**src/rtl/piso_stream_pkg.sv**
```systemverilog
// Shared x25519 streaming definitions: default block geometry and the
// parallel-to-serial FSM state encoding.
package piso_stream_pkg;

    localparam int unsigned DEF_R_DATA_WIDTH = 32;
    localparam int unsigned DEF_N_REG        = 8;

    typedef enum logic [0:0] {
        ST_IDLE = 1'b0,
        ST_SEND = 1'b1
    } piso_state_t;

    // A single-word block still needs a 1-bit index so port widths stay legal.
    function automatic int unsigned idx_bits(input int unsigned n);
        return (n > 1) ? $clog2(n) : 1;
    endfunction

endpackage

```
**src/rtl/piso_stream.sv**
```systemverilog
// Captures a wide parallel block in one cycle and streams it out LSB word
// first under a valid/ready handshake; all outputs come straight from flops.
module piso_stream
    import piso_stream_pkg::*;
#(
    parameter int unsigned R_DATA_WIDTH = DEF_R_DATA_WIDTH,
    parameter int unsigned N_REG        = DEF_N_REG,
    parameter int unsigned N_REG_BITS   = idx_bits(N_REG)
) (
    input  logic                           clk,
    input  logic                           rst,
    input  logic                           start,
    input  logic [R_DATA_WIDTH*N_REG-1:0]  din,
    output logic [R_DATA_WIDTH-1:0]        dout,
    output logic [N_REG_BITS-1:0]          dout_addr,
    output logic                           dout_valid,
    input  logic                           dout_ready,
    output logic                           dout_last,
    output logic                           busy,
    output logic                           done
);

    localparam int unsigned BLK_W = R_DATA_WIDTH * N_REG;
    localparam logic [N_REG_BITS-1:0] LAST_IDX = N_REG_BITS'(N_REG - 1);

    piso_state_t             state_q;
    logic [BLK_W-1:0]        shadow_q;
    logic [BLK_W-1:0]        shadow_d;
    logic [R_DATA_WIDTH-1:0] dout_q;
    logic [N_REG_BITS-1:0]   addr_q;
    logic [N_REG_BITS-1:0]   addr_d;
    logic                    last_q;
    logic                    done_q;

    // The shadow is consumed by shifting, so the next word is always at the
    // bottom and no wide output mux is needed.
    assign shadow_d = shadow_q >> R_DATA_WIDTH;
    assign addr_d   = addr_q + 1'b1;

    always_ff @(posedge clk) begin
        if (!rst) begin
            state_q  <= ST_IDLE;
            shadow_q <= '0;
            dout_q   <= '0;
            addr_q   <= '0;
            last_q   <= 1'b0;
            done_q   <= 1'b0;
        end else begin
            done_q <= 1'b0;
            case (state_q)
                ST_IDLE: begin
                    if (start) begin
                        shadow_q <= din;
                        dout_q   <= din[R_DATA_WIDTH-1:0];
                        addr_q   <= '0;
                        last_q   <= (LAST_IDX == '0);
                        state_q  <= ST_SEND;
                    end
                end
                ST_SEND: begin
                    if (dout_ready) begin
                        if (addr_q == LAST_IDX) begin
                            addr_q  <= '0;
                            last_q  <= 1'b0;
                            done_q  <= 1'b1;
                            state_q <= ST_IDLE;
                        end else begin
                            shadow_q <= shadow_d;
                            dout_q   <= shadow_d[R_DATA_WIDTH-1:0];
                            addr_q   <= addr_d;
                            last_q   <= (addr_d == LAST_IDX);
                        end
                    end
                end
            endcase
        end
    end

    assign dout       = dout_q;
    assign dout_addr  = addr_q;
    assign dout_valid = (state_q == ST_SEND);
    assign busy       = (state_q == ST_SEND);
    assign dout_last  = last_q;
    assign done       = done_q;

endmodule

```
**config.mk**
```make
export PLATFORM = sky130hd
export DESIGN_NAME = piso_stream
export DESIGN_NICKNAME = d
export VERILOG_FILES = /design/src/rtl/piso_stream_pkg.sv /design/src/rtl/piso_stream.sv
export SDC_FILE = /design/constraint.sdc
export NUM_CORES = 1
export LEC_CHECK = 0
export ABC_CLOCK_PERIOD_IN_PS = 2200
export BUFFER_PORTS_ARGS = -buffer_cell sky130_fd_sc_hd__buf_2
export CAP_MARGIN = 15
export CORE_UTILIZATION = 53
export DETAILED_ROUTE_END_ITERATION = 8
export GPL_TIMING_DRIVEN = 1
export HOLD_SLACK_MARGIN = 0.12
export PLACE_DENSITY_LB_ADDON = 0.3
export SLEW_MARGIN = 20
export SYNTH_ARGS = -nofsm -noshare
export SYNTH_HDL_FRONTEND = slang
export SYNTH_SLANG_ARGS = --single-unit
```
**constraint.sdc**
```tcl
create_clock -name clk -period 2.2 [get_ports clk]
set_clock_uncertainty 0.05 [all_clocks]
set_input_delay 0 -clock clk [delete_from_list [all_inputs] [get_ports clk]]
set_output_delay 0 -clock clk [all_outputs]
set_load 0.005 [all_outputs]
```
==> impl_metrics.ini, run 1 <==
[yosys]
synth_top_cell_area_share = 0.451
ys.warnings.count = 0
postSynthNetCount = 1419
synthDominantAreaCellType = sky130_fd_sc_hd__dfxtp_1
synth_area_sq_um = 11600
post_synth.cell_area_avg_sq_um = 10.1
netlist_instances = 1156
synth.yosys.seq_area_share = 0.451
number_of_enable_flip_flop_cells_after_synthesis = 0
synth_top_cells_by_area = sky130_fd_sc_hd__dfxtp_1 (45%), sky130_fd_sc_hd__mux2i_1 (19%), sky130_fd_sc_hd__o31ai_1 (14%), sky130_fd_sc_hd__a21oi_1 (9.9%), sky130_fd_sc_hd__buf_2 (3.2%)
yosys.cell_types.count = 26
async_flop_share = 0
synth-seq-cells = 262
yosys_most_used_dff = sky130_fd_sc_hd__dfxtp_1

[critical_path]
crit_path_start_kind = flop
setup.worst_path.end_class = flop
worst_ep_arrival_time_ps = 2630
worst-setup-path-type = reg -> reg
worstPathRequired_ps = 2600
worstPathMaxFanout = 57

[drt]
routed_wire_length_per_instance_microns = 21.6
vias_per_cell = 6.03
route.final.wire_length_microns = 41100
routed-via-count = 11500
drt_iter0_markers = 1021
detail_route.first_pass.iterations = 7
detail-route-antenna-nets = 0
drcViolationCount = 0

[sta]
final_max_slew_viol_count = 0
final_critical_path_setup_slack_ps = -23.7
timing_worst_slew_pin_value_ps = 1010
hold_violations = 0
max-slew-margin-rel = 0.325
final.period_utilization = 1.01
setup_viol_count_final = 1
fmax_ghz = 0.450
finalWorstPathRequiredPeriod_ps = 2220
hold-worst-slack_ps = 178
grt_setup_unrepaired = true

[clock_tree]
clock_tree.buffer_depth = 3
cts.reportedPaths.clkPinSlew_ps = 60
tritoncts = yes
cts_inserted_buffers = 27
cts_root_buf = sky130_fd_sc_hd__clkbuf_16
clock_latency_at_the_later_pin_of_the_worst_skew_pair_ps = 540
cts_sinks = 262
cts_htree_levels = 1
cts_setup_buffers = 0

[floorplan]
design.portCount = 299
initial_utilization = 0.546
die_area_sq_um = 22500
dieHeight_microns = 150
die_w_microns = 150
fp.coreArea_sq_um = 21300
count_of_standard_cell_rows = 53

[pwr]
static-leakage-power_nw = 7.27
finalPower_w = 0.0125
cellPowerDensity_nw_per_um2 = 754
vdd.ir_drop.worst_mv = 0.563

[outcome]
status = finished with violations
violations_in_the_final_reports = negative setup slack

[job]
max_cap_viol_count = 0

[grt]
global_route.usage.total = 0.351
number_of_global_route_vias_before_repair = 11800
grt_start_max_net_pins = 227
globalRoute.totalOverflow = 0
grt_first_pass_wirelength_microns = 62200
antenna_found_initial = 7

[finish]
final_layout_size_suffix_gt1_frac = 0.230
fill_cells = 1330
areaGrowthSynthToFinish_pct = 42.3
final_area_sq_um = 16600
layout.nets = 1867

[placed_design]
port_buffers = 298
place_congestion = 0.821
dpl_cell_area_sq_um = 13000
detailedPlacementHpwl_microns = 20200

[min_path]
hold_class = in -> reg
## cell families after synthesis
logic type / after synthesis / share of synthesized area
flip-flops: 262 / 0.451
AO/OA/AOI/OAI: 488 / 0.270
AND/OR/NAND/NOR: 14 / 0.00807
buffers and inverters: 165 / 0.0754
multiplexers: 224 / 0.193
adder cells (fa/ha/maj): 3 / 0.00323
## through the flow
stage	worst slack, ps	instances	util	TNS (ps)
final	-23.7	1904	0.778	-23.7
after detailed placement	107	1588	0.609	0
after CTS	66.1	1896	0.774	0
after global routing	-48.5	1904	0.778	-288
after global placement	57.9	1587	0.608	0
after floorplan	431	1156	-	0
## state kept, by name (all words and copies together) (netlist names)
register   cells
dout_last      1
shadow_q     256
busy           1
dout_addr      3
done           1
## metal layers
layer	GRT usage	wire length, microns	vias up	share of wire
met5	0	0	-	0
met4	0.168	1940	0	0.047
met3	0.0624	2530	159	0.062
met2	0.622	20500	545	0.50
met1	0.409	16100	5501	0.39
li1	-	-	5268	-
## critical path, stage by stage, from the launching register on
cell and delay (ps):
sky130_fd_sc_hd__dfxtp_1 330, sky130_fd_sc_hd__ha_1 210, sky130_fd_sc_hd__ha_1 200, sky130_fd_sc_hd__and3b_4 400, sky130_fd_sc_hd__buf_16 240, sky130_fd_sc_hd__buf_16 280
sky130_fd_sc_hd__o31ai_1 140, sky130_fd_sc_hd__a21oi_1 250
## where the power goes
part	internal (W)	switching [W]	total, W
clock	0.00279	0.00192	0.00472
combinational	0.00113	0.00113	0.00226
sequential	0.00519	0.000312	0.00550
total	0.00912	0.00336	0.0125
## cells in the final DEF, fill, tap and decap left out, types with 2 or more instances in the layout
cell type and instances:
sky130_fd_sc_hd__dlygate4sd3_1 261, sky130_fd_sc_hd__clkbuf_1 4, sky130_fd_sc_hd__ha_1 3, sky130_fd_sc_hd__a21oi_1 229
sky130_fd_sc_hd__dfxtp_1 260, sky130_fd_sc_hd__clkbuf_8 13, sky130_fd_sc_hd__buf_4 8, sky130_fd_sc_hd__inv_1 2
sky130_fd_sc_hd__nand2_1 2, sky130_fd_sc_hd__mux2i_1 224, sky130_fd_sc_hd__o31ai_1 223, sky130_fd_sc_hd__clkbuf_16 28
sky130_fd_sc_hd__buf_12 10, sky130_fd_sc_hd__a22o_1 32, sky130_fd_sc_hd__diode_2 7, sky130_fd_sc_hd__buf_16 3
sky130_fd_sc_hd__buf_2 297, sky130_fd_sc_hd__nand3_1 3
## layout make-up
type | instances | area, sq um | area share
Inverter | 2 | 7.51 | 0.000453
Antenna cell | 7 | 17.5 | 0.00106
Clock buffer | 44 | 870 | 0.0525
Clock inverter | 3 | 43.8 | 0.00265
Tap cell | 275 | 344 | 0.0208
Sequential cell | 262 | 5250 | 0.317
Multi-Input combinational cell | 729 | 5530 | 0.334
Timing Repair Buffer | 582 | 4490 | 0.271
## synth_stat cells, drive strengths merged (2+ instances only)
master and number:
o21ai 2, buf 116, inv 2, a22o 32, nand2 2, a21oi 229, nand3 3, o31ai 224
mux2i 224, clkbuf 47, nand2b 2, dfxtp 262, ha 3
## path summary, 6_finish.rpt
path	start	to	slack (ps)	cells after the start
max	dout_addr[0]$_SDFFE_PN0P_	shadow_q[10]$_SDFFE_PN0P_	-20	7
min	din[249]	shadow_q[249]$_SDFFE_PN0P_	180	3
max reg2reg	dout_addr[0]$_SDFFE_PN0P_	shadow_q[10]$_SDFFE_PN0P_	-20	7
min reg2reg	shadow_q[249]$_SDFFE_PN0P_	shadow_q[249]$_SDFFE_PN0P_	430	1
## timing repair
| action | in CTS | in global routing |
|---|---|---|
| resized for setup | 0 | 5 |
| hold buffers | 261 | 0 |
| endpoints found under the hold margin | 262 | 0 |
| endpoints found under the setup margin | 0 | 85 |
Power figures use the tool's default switching activity.
==> run 2: changes to the inputs <==
Settings changed: CELL_PAD_IN_SITES_DETAIL_PLACEMENT from default to 0, CELL_PAD_IN_SITES_GLOBAL_PLACEMENT from default to 1, CORE_UTILIZATION 53 to 40.
==> run 2 against run 1 <==
The flow now finishes without violations. Core utilization down 19 points. Clock power grew 13%. Combinational power hardly changed. Critical path depth is the same. First-iteration DRC count shrank 26%. Wire length is 5.3% lower. Critical endpoint is now shadow_q[166]$_SDFFE_PN0P_. Highest routed layer unchanged.
==> impl_metrics.ini, run 2 (synthesis gave the netlist of run 1 again) <==
[grt]
global_route.usage.total = 0.244
number_of_global_route_vias_before_repair = 11000
grt_start_max_net_pins = 227
use_met3 = 0.0330
grt_first_pass_wirelength_microns = 59600
antenna_found_initial = 2
met1_track_demand_over_resource_in_global_routing = 0.335
gr-usage-met2 = 0.403
global_route.peak_usage_layer = met2
globalRoute.totalOverflow = 0

[sta]
final_max_slew_viol_count = 0
hold_violations = 0
timing_worst_slew_pin_value_ps = 1310
fmax_ghz = 0.488
grt_setup_unrepaired = false
max-slew-margin-rel = 0.126
setup-tns-final_ps = 0
final.period_utilization = 0.931
finalWorstPathRequiredPeriod_ps = 2050
setup_viol_count_final = 0

[finish]
final_area_sq_um = 16800
areaGrowthSynthToFinish_pct = 44.8
mostFrequentLayoutCell = sky130_fd_sc_hd__buf_2
layout.nets = 1875
final_layout_size_suffix_gt1_frac = 0.236
flip_flop_count_of_the_largest_register_after_layout = 256
fill_cells = 2413
largest_register = shadow_q
final_cell_mix = sky130_fd_sc_hd__buf_2 (297), sky130_fd_sc_hd__dfxtp_1 (261), sky130_fd_sc_hd__dlygate4sd3_1 (261)

[clock_tree]
cts_sinks = 262
cts.reportedPaths.clkPinSlew_ps = 60
clock_latency_at_the_later_pin_of_the_worst_skew_pair_ps = 550
cts_htree_levels = 1
tritoncts = yes
clock_tree.buffer_depth = 3
cts_inserted_buffers = 29
cts_root_buf = sky130_fd_sc_hd__clkbuf_16

[critical_path]
crit_path_start_kind = flop
worstPathRequired_ps = 2620
worst_ep_arrival_time_ps = 2470
setup.worst_path.end_class = flop
worst-setup-path-type = reg -> reg
worstPathMaxFanout = 52

[drt]
drcViolationCount = 0
detail-route-antenna-nets = 0
routed_wire_length_per_instance_microns = 19.3
route.final.wire_length_microns = 38900
drt_iter0_markers = 760
vias_per_cell = 5.41
routed-via-count = 10900
detail_route.first_pass.iterations = 7

[placed_design]
place_congestion = 0.809
dpl_cell_area_sq_um = 13100
detailedPlacementHpwl_microns = 21900
port_buffers = 298

[floorplan]
design.portCount = 299
die_w_microns = 173
dieHeight_microns = 173
die_area_sq_um = 29800
initial_utilization = 0.406
count_of_standard_cell_rows = 62
fp.coreArea_sq_um = 28600

[job]
max_cap_viol_count = 0

[outcome]
status = finished clean

[pwr]
static-leakage-power_nw = 7.36
vdd.ir_drop.worst_mv = 0.556
cellPowerDensity_nw_per_um2 = 774

[min_path]
hold_class = in -> reg
[run 2: cell count changes in the layout (fill, tap and decap cells not counted), moves of 5 or more]
cell and delta:
sky130_fd_sc_hd__clkinv_2 +6, sky130_fd_sc_hd__diode_2 -5, sky130_fd_sc_hd__clkbuf_8 -6, sky130_fd_sc_hd__bufinv_16 +5
sky130_fd_sc_hd__buf_4 +5
[run 2: worst paths after layout]
| check | start | end | slack [ps] | cells past startpoint |
|---|---|---|---|---|
| worst min register to register | shadow_q[249]$_SDFFE_PN0P_ | shadow_q[249]$_SDFFE_PN0P_ | 430 | 1 |
| worst min-delay path | din[241] | shadow_q[241]$_SDFFE_PN0P_ | 160 | 3 |
| worst max-delay path | dout_addr[0]$_SDFFE_PN0P_ | shadow_q[166]$_SDFFE_PN0P_ | 150 | 7 |
| worst max register to register | dout_addr[0]$_SDFFE_PN0P_ | shadow_q[166]$_SDFFE_PN0P_ | 150 | 7 |
[run 2: area by class of cell]
cell class / instances / area (sq um) / area share
timing repair buffer: 588 / 4530 / 0.269
tap: 384 / 480 / 0.0285
inverter: 2 / 7.51 / 0.000446
clock buffer: 37 / 816 / 0.0484
multi-input combinational: 729 / 5530 / 0.328
sequential: 262 / 5250 / 0.312
antenna: 2 / 5.00 / 0.000297
clock inverter: 15 / 231 / 0.0137
[run 2: critical path, stage by stage (launching register included)]
cell	delay, ps
sky130_fd_sc_hd__dfxtp_1	340
sky130_fd_sc_hd__ha_1	220
sky130_fd_sc_hd__ha_2	210
sky130_fd_sc_hd__and3b_4	330
sky130_fd_sc_hd__buf_6	170
sky130_fd_sc_hd__buf_16	250
sky130_fd_sc_hd__o31ai_1	130
sky130_fd_sc_hd__a21oi_1	200
[run 2: stage by stage]
step           setup WS, ps  power, W   util  std cells  hold slack, ps
4_1_cts               0.653    0.0131  0.585       2011             132
2_1_floorplan           431   0.00674      -       1156            82.9
3_5_place_dp           34.3   0.00735  0.457       1698             169
3_3_place_gp          -64.3   0.00734  0.457       1697             165
5_1_grt                28.8    0.0136  0.588       2019             163
6_report                152    0.0130  0.588       2019             159
[run 2: power by group]
group          total (W)  switching (W)  internal [W]  leakage, nW
clock network    0.00533        0.00202       0.00331        0.520
logic            0.00225        0.00110       0.00114         4.67
registers        0.00546       0.000272       0.00519         2.17
total             0.0130        0.00340       0.00964         7.36
[run 2: timing repair]
item / in CTS / in global routing
endpoints found under the hold margin: 262 / 0
gates resized for setup: 1 / 2
cloned: 0 / 1
buffers inserted: 0 / 5
hold buffers: 261 / 0
endpoints found under the setup margin: 1 / 125
[run 2: layer usage]
layer | wire [microns] | vias to the layer above
met2 | 18400 | 392
li1 | - | 5285
met5 | 0 | -
met4 | 845 | 0
met1 | 17700 | 5195
met3 | 1970 | 57
==> run 3: changes to the inputs <==
Settings changed: BUFFER_PORTS_ARGS -buffer_cell sky130_fd_sc_hd__buf_2 to -buffer_cell sky130_fd_sc_hd__buf_4.
==> run 3 against run 2 <==
Combinational power rose by 8%. Critical path depth did not move. Clock power fell by 2%.
==> impl_metrics.ini, run 3 (synthesis gave the netlist of run 1 again) <==
[outcome]
status = finished clean

[sta]
final_max_slew_viol_count = 0
final_critical_path_setup_slack_ps = 180
final.period_utilization = 0.918
hold-worst-slack_ps = 169
grt_setup_unrepaired = false
timing_worst_slew_pin_value_ps = 810
hold_violations = 0
setup_viol_count_final = 0
max-slew-margin-rel = 0.460
fmax_ghz = 0.495
finalWorstPathRequiredPeriod_ps = 2020
setup-tns-final_ps = 0

[critical_path]
setup.worst_path.end_class = flop
crit_path_start_kind = flop
worst-setup-path-type = reg -> reg
worst_ep_arrival_time_ps = 2430
worstPathRequired_ps = 2610
worstPathMaxFanout = 29

[clock_tree]
tritoncts = yes
cts_inserted_buffers = 29
cts_root_buf = sky130_fd_sc_hd__clkbuf_16
cts.reportedPaths.clkPinSlew_ps = 60
clock_latency_at_the_later_pin_of_the_worst_skew_pair_ps = 540
clock_tree.buffer_depth = 3
cts_sinks = 262
cts_htree_levels = 1

[floorplan]
dieHeight_microns = 173
fp.coreArea_sq_um = 28600
die_area_sq_um = 29800
count_of_standard_cell_rows = 62
design.portCount = 299
initial_utilization = 0.406
die_w_microns = 173

[finish]
final_layout_size_suffix_gt1_frac = 0.238
fin_util = 0.618
final_area_sq_um = 17700
layout.nets = 1881
flip_flop_count_of_the_largest_register_after_layout = 256
areaGrowthSynthToFinish_pct = 52.0
fill_cells = 2276
largest_register = shadow_q
mostFrequentLayoutCell = sky130_fd_sc_hd__buf_4
final_cell_mix = sky130_fd_sc_hd__buf_4 (311), sky130_fd_sc_hd__dlygate4sd3_1 (262), sky130_fd_sc_hd__dfxtp_1 (261)

[pwr]
clock_power_share = 0.397
vdd.ir_drop.worst_mv = 0.516
cellPowerDensity_nw_per_um2 = 742
power.share.sequential = 0.417
switch_share = 0.262
internal_power_w = 0.00968
power.net_switching_w = 0.00343
share_comb_of_total_power = 0.186
static-leakage-power_nw = 7.64

[placed_design]
detailedPlacementHpwl_microns = 22900
dpl_worst_slack_ps = 205
port_buffers = 298
place_congestion = 0.806
dpl_cell_area_sq_um = 14000

[drt]
met3_wirelength_microns = 1940
routed-via-count = 10900
drt_iter0_markers = 891
routed_wire_length_per_instance_microns = 19.2
vias_per_cell = 5.39
topRoutingLayerUsed = met4
detail-route-antenna-nets = 0
route.final.wire_length_microns = 38900
met1_length_microns = 17700
drcViolationCount = 0
routed-wl-met2_microns = 18400
detail_route.first_pass.iterations = 4

[grt]
grt_start_max_net_pins = 132
global_route.usage.total = 0.249
number_of_global_route_vias_before_repair = 11000
grt_first_pass_wirelength_microns = 60700
antenna_found_initial = 3
globalRoute.totalOverflow = 0

[min_path]
hold_class = in -> reg

[job]
max_cap_viol_count = 0
==> run 3: changes by cell type in the layout (fill, tap and decap cells not counted), sizes merged <==
cell | before | now
dlygate4sd3 | 261 | 262
clkinv | 7 | 11
diode | 2 | 3
buf | 325 | 330
bufinv | 6 | 5
clkbuf | 39 | 38
==> run 3: per-layer routing <==
| metal | track usage | vias up |
|---|---|---|
| li1 | - | 5303 |
| met1 | 0.339 | 5235 |
| met2 | 0.409 | 325 |
| met3 | 0.0363 | 65 |
| met4 | 0.0666 | 0 |
| met5 | 0 | - |
==> run 3: through the flow <==
stage | instances | total power (W)
finish | 2028 | 0.0131
global route | 2028 | 0.0136
CTS | 2021 | 0.0132
detailed placement | 1705 | 0.00755
global placement | 1705 | 0.00753
floorplan | 1156 | 0.00674
==> run 3: critical path: stages, from the launching register on <==
cell and delay [ps]:
sky130_fd_sc_hd__dfxtp_1 330, sky130_fd_sc_hd__ha_1 200, sky130_fd_sc_hd__ha_1 250, sky130_fd_sc_hd__and3b_4 410, sky130_fd_sc_hd__buf_12 220, sky130_fd_sc_hd__buf_12 210, sky130_fd_sc_hd__o31ai_1 90, sky130_fd_sc_hd__a21oi_1 160
==> run 3: repair_timing <==
item                       4_1_cts  5_1_grt
buffers inserted                 0        3
setup endpoints to repair        0        1
hold buffers                   262        0
gates resized for setup          0        1
hold endpoints to repair       262        0
==> run 3: final timing paths <==
path,start,to,slack [ps],depth (start not counted)
hold reg to reg,shadow_q[233]$_SDFFE_PN0P_,shadow_q[233]$_SDFFE_PN0P_,430,1
setup / recovery,dout_addr[0]$_SDFFE_PN0P_,shadow_q[56]$_SDFFE_PN0P_,180,7
setup reg to reg,dout_addr[0]$_SDFFE_PN0P_,shadow_q[56]$_SDFFE_PN0P_,180,7
hold / removal,din[242],shadow_q[242]$_SDFFE_PN0P_,170,3
==> run 3: power by group through the flow <==
stage | logic [W] | registers (W) | clock network (W)
finish | 0.00243 | 0.00547 | 0.00521
global route | 0.00263 | 0.00551 | 0.00551
CTS | 0.00239 | 0.00547 | 0.00530
detailed placement | 0.00199 | 0.00556 | 0
global placement | 0.00197 | 0.00556 | 0
floorplan | 0.00129 | 0.00545 | 0
==> run 3: final cells by class <==
cell class	count	area (sq um)	share of cell area
multi-input combinational	729	5520	0.312
inverter	2	7.51	0.000425
tap	384	480	0.0272
clock inverter	18	229	0.0129
sequential	262	5250	0.297
clock buffer	36	802	0.0454
antenna	3	7.51	0.000425
timing repair buffer	594	5380	0.304
